===== config.mk =====
export PLATFORM = sky130hd
export DESIGN_NAME = sipo_deser
export DESIGN_NICKNAME = d
export VERILOG_FILES = /design/src/rtl/sipo_deser.sv
export SDC_FILE = /design/constraint.sdc
export NUM_CORES = 1
export LEC_CHECK = 0
export CORE_AREA = 2 2 39 41
export CTS_CLUSTER_SIZE = 14
export DETAILED_ROUTE_END_ITERATION = 10
export DIE_AREA = 0 0 41 43
export DONT_BUFFER_PORTS = 1
export GPL_ROUTABILITY_DRIVEN = 0
export PLACE_DENSITY = 0.63
export SLEW_MARGIN = 10
export SYNTH_ARGS = -nofsm -noshare
export SYNTH_HDL_FRONTEND = slang
export SYNTH_SLANG_ARGS = --single-unit

===== constraint.sdc =====
create_clock -name clk -period 3.1 [get_ports clk]
set_input_delay 0.62 -clock clk [delete_from_list [all_inputs] [get_ports clk]]
set_output_delay 0.62 -clock clk [all_outputs]
set_load 0.02 [all_outputs]

===== src/rtl/sipo_deser.sv =====
// -----------------------------------------------------------------------------
// sipo_deser -- serial-in / parallel-out deserializer, MSB first.
//
// Collects a frame of serial bits from `si` (sampled only on rising clk edges
// where en=1) and presents each completed word on `po`. Consumption follows
// the po_valid/po_ready rule described at the port list below.
//
// Optional feature, selected by the macro SIPO_DESER_PARITY_EN:
//   undefined (default) : frame = WIDTH data bits, perr is constant 0.
//   defined             : frame = WIDTH data bits + 1 even-parity bit, and
//                         perr flags a parity mismatch for the word on po.
//
// Ports:
//   clk       in   rising-edge clock for all state
//   clr       in   asynchronous active-high clear of all state
//   si        in   serial data in, MSB first
//   en        in   shift enable; si sampled only when en=1
//   po        out  [WIDTH-1:0] assembled parallel word (registered)
//   po_valid  out  po holds an unconsumed word
//   po_ready  in   consumer accepts po
//   busy      out  a partial word is held (bit count nonzero)
//   ovr       out  sticky overrun: a completed word was dropped
//   perr      out  parity error flag for the word on po
//   fsm_state out  current FSM state (0 = IDLE, 1 = COLLECT) for observation
// -----------------------------------------------------------------------------
module sipo_deser #(
  parameter int WIDTH = 4
) (
  input  logic             clk,
  input  logic             clr,
  input  logic             si,
  input  logic             en,
  // Handshake: a word transfers on any rising edge where po_valid=1 and
  // po_ready=1. po_valid never drops without a transfer, po is stable while
  // po_valid=1, and po_ready while po_valid=0 is ignored.
  output logic [WIDTH-1:0] po,
  output logic             po_valid,
  input  logic             po_ready,
  output logic             busy,
  output logic             ovr,
  output logic             perr,
  output logic             fsm_state
);

`ifdef SIPO_DESER_PARITY_EN
  localparam int FRAME = WIDTH + 1;
`else
  localparam int FRAME = WIDTH;
`endif

  localparam int CW = (FRAME > 1) ? $clog2(FRAME) : 1;
  localparam logic [CW-1:0] LAST = CW'(FRAME - 1);

  typedef enum logic {
    IDLE    = 1'b0,
    COLLECT = 1'b1
  } state_t;

  state_t           state;
  logic [CW-1:0]    cnt;
  logic [WIDTH-1:0] sr;

  logic             last_bit;
  logic             data_shift;
  logic [WIDTH-1:0] word;
  logic             par_err;

  assign last_bit = en && (cnt == LAST);

  always_comb begin
    word       = '0;
    par_err    = 1'b0;
    data_shift = 1'b0;
`ifdef SIPO_DESER_PARITY_EN
    // The parity bit is not shifted into the data register; the data bits
    // are already complete in sr when it arrives.
    word       = sr;
    par_err    = ^{sr, si};
    data_shift = en && !last_bit;
`else
    // The completed word includes the bit being sampled on this edge.
    word       = {sr[WIDTH-2:0], si};
    par_err    = 1'b0;
    data_shift = en;
`endif
  end

  always_ff @(posedge clk or posedge clr) begin
    if (clr) begin
      state    <= IDLE;
      cnt      <= '0;
      sr       <= '0;
      po       <= '0;
      po_valid <= 1'b0;
      ovr      <= 1'b0;
      perr     <= 1'b0;
    end else begin
      if (data_shift) begin
        sr <= {sr[WIDTH-2:0], si};
      end

      if (en) begin
        if (last_bit) begin
          cnt   <= '0;
          state <= IDLE;
        end else begin
          cnt   <= cnt + 1'b1;
          state <= COLLECT;
        end
      end

      if (last_bit) begin
        // A word completing while the previous one is still unconsumed is
        // dropped; po, po_valid and perr keep describing the old word.
        if (!po_valid || po_ready) begin
          po       <= word;
          po_valid <= 1'b1;
          perr     <= par_err;
        end else begin
          ovr <= 1'b1;
        end
      end else if (po_valid && po_ready) begin
        po_valid <= 1'b0;
      end
    end
  end

  assign busy      = (state == COLLECT);
  assign fsm_state = state;

endmodule


==> flow_metrics.env <==
export IMPL_start_util_pct=36.2
export IMPL_synthXorXnorAreaFrac_pct=0
export IMPL_synthAdderAreaFrac_pct=2.50
export IMPL_crit_end="fsm_state"
export IMPL_yosysSeqAreaShare_pct=60.0
export IMPL_cts_made_buffers=3
export IMPL_power_static_leakage_nw=0.256
export IMPL_highest_layer="met3"
export IMPL_post_cts_resized=0
export IMPL_syn_inst=35
export IMPL_finish_utilization_pct=38.6
export IMPL_clockBufferDepth=2
export IMPL_grt_first_pass_wirelength_mm=1.28
export IMPL_dp_cells=48
export IMPL_final_area_um2=534
export IMPL_crit_type="reg2out"
export IMPL_finalClockSkew_ns=0.000615
export IMPL_r2r_cells=4
export IMPL_peakVddDrop_uv=403
export IMPL_period_minus_slack_ns=1.46
export IMPL_cts_root_buf="clkbuf_4"
export IMPL_final_layout_size_suffix_gt1_share_pct=38.9
export IMPL_synth_top_family_by_area="multiplexers"
export IMPL_io_pin_count=14
export IMPL_postCtsSetupBuffers=0
export IMPL_die_x_um=41
export IMPL_total_power_mw=0.521
export IMPL_track_usage_pct=11.7
export IMPL_syn_num_nets=41
export IMPL_port_buffers=0
export IMPL_stdcell_count=52
export IMPL_avgSynthCellArea_um2=14.3
export IMPL_ff2ff_setup_slack_ns=1.81
export IMPL_critPathLaunch="busy"
export IMPL_finalCritPeriodShare_pct=47.2
export IMPL_setup_viol=0
export IMPL_timing_rr_end="po[1]"
export IMPL_cp_depth=0
export IMPL_yosysUniqueCellTypes=13
export IMPL_cts_sinks=12
export IMPL_finalHoldViolations=0
export IMPL_placed_cell_area_um2=498
export IMPL_rows=14
export IMPL_drcViolationCount=0
export IMPL_worstPathRequired_ns=2.48
export IMPL_wl_met2_um=391
export IMPL_status="complete, no violations"
export IMPL_ys_ff_latch=12
export IMPL_antenna_found_initial=0
export IMPL_rr_startpoint="cnt[0]"
export IMPL_endpoint_kind="primary output"
export IMPL_yosysWarnings=0
export IMPL_wl_met1_um=286
export IMPL_setup_tns_final_ns=0
export IMPL_timing_max_cap_violations=0
export IMPL_dp_hpwl_um=573
export IMPL_grt_pass1_vias=300
export IMPL_drt_initial_drc_count=3
export IMPL_die_y_um=43
export IMPL_crit_fanout=3
export IMPL_cts_hold_buf=0
export IMPL_postRouteAntennaNets=0
export IMPL_hold_path_class="in2async"
export IMPL_nNetsFinal=43
export IMPL_tritoncts="yes"
export IMPL_first_pass_iters=2
export IMPL_wl_per_cell_um=14.6
export IMPL_arrival_ns=0.84
export IMPL_synthMuxAreaShare_pct=20.0
export IMPL_core_area_um2=1380
export IMPL_worst_setup_path_start_kind="flop"
export IMPL_synthSimpleGateAreaFrac_pct=8.25
export IMPL_grt_max_degree=13
export IMPL_insertedDiodeCount=0
export IMPL_vias_per_cell=4.63
export IMPL_wl_met3_um=80
export IMPL_synth_compound_area_share_pct=2.50
export IMPL_vias=241
export IMPL_syn2layout_area_growth_pct=6.75
export IMPL_clk_latency_ns=0.27
export IMPL_globalRoute_totalOverflow=0
export IMPL_wl_um=759
export IMPL_htree_levels=1
export IMPL_dieArea_um2=1760
export IMPL_max_freq_mhz=684
export IMPL_clk_pin_slew_ns=0.07
export IMPL_maxSlewViolCount=0
export IMPL_rsz0062_at_grt="false"
export IMPL_power_density_nw_per_um2=975
export IMPL_synth_area_um2=500
[worst min-delay path by stage]
stage / from / to / slack, ns / cells after the start
after CTS: clr / ovr / 0.24 / 1
after floorplan: cnt[0] / cnt[0] / 0.46 / 1
after global placement: cnt[0] / cnt[0] / 0.47 / 1
after detailed placement: cnt[0] / cnt[0] / 0.48 / 1
final: clr / busy / 0.24 / 1
after global routing: clr / busy / 0.28 / 1
[registers in the layout, indices dropped and copies added (netlist names)]
signal    count
busy          1
cnt           2
ovr           1
po            4
po_valid      1
sr            3
[worst reg2reg max path, delay by kind of cell (launching register included)]
family | cells | cell delay [ns]
adder cells (fa/ha/maj) | 1 | 0.22
flip-flops | 1 | 0.37
multiplexers | 1 | 0.35
AND/OR/NAND/NOR | 2 | 0.24
[synthesized netlist by cell type, drive strengths merged]
library cell	instances	area share, %
dfrtp	12	60
mux2i	1	2.0
o21ai	1	1.0
nand2b	2	2.5
nor2b	1	2.7
conb	1	0.75
ha	1	2.5
inv	2	1.5
mux2	8	18
o21bai	1	1.5
nand2	2	3.0
buf	3	4.5
[metal layers]
layer	up-vias	global-route usage, %
met2	9	17.8
met5	-	0
met4	0	10.0
met1	117	11.3
li1	115	-
met3	0	4.71
[power by group]
part | leakage [nW] | switching (mW) | internal [mW] | total (mW)
Combinational | 0.0916 | 0.0357 | 0.0565 | 0.0922
Clock | 0.0210 | 0.0495 | 0.0713 | 0.121
Sequential | 0.143 | 0.0944 | 0.213 | 0.308
Total | 0.256 | 0.180 | 0.341 | 0.521
[logic make-up after synthesis]
group,after synthesis
flip-flops,12
multiplexers,9
buffers and inverters,5
AND/OR/NAND/NOR,5
AO/OA/AOI/OAI,2
adder cells (fa/ha/maj),1
other,1
[per-stage QoR]
step                setup slack, ns  hold slack, ns
CTS                            1.62           0.244
finish                         1.64           0.239
global route                   1.58           0.279
global placement               1.69           0.465
detailed placement             1.66           0.479
floorplan                      1.69           0.457
[cell usage in the layout (no fill, tap or decap)]
master,n
mux2_2,8
conb_1,1
o21bai_1,1
nand2_1,1
clkbuf_8,1
inv_1,2
mux2i_1,1
nor2b_4,1
o21ai_0,1
clkbuf_4,3
nand2b_1,2
dfrtp_1,12
nand2_4,1
ha_1,1
[cell type report]
class	count	area, um^2
Tap cell	16	20.0
Fill cell	147	850
Inverter	2	7.51
Clock buffer	4	36.3
Multi-Input combinational cell	18	170
Sequential cell	12	300
(Power assumes the default switching activity.)
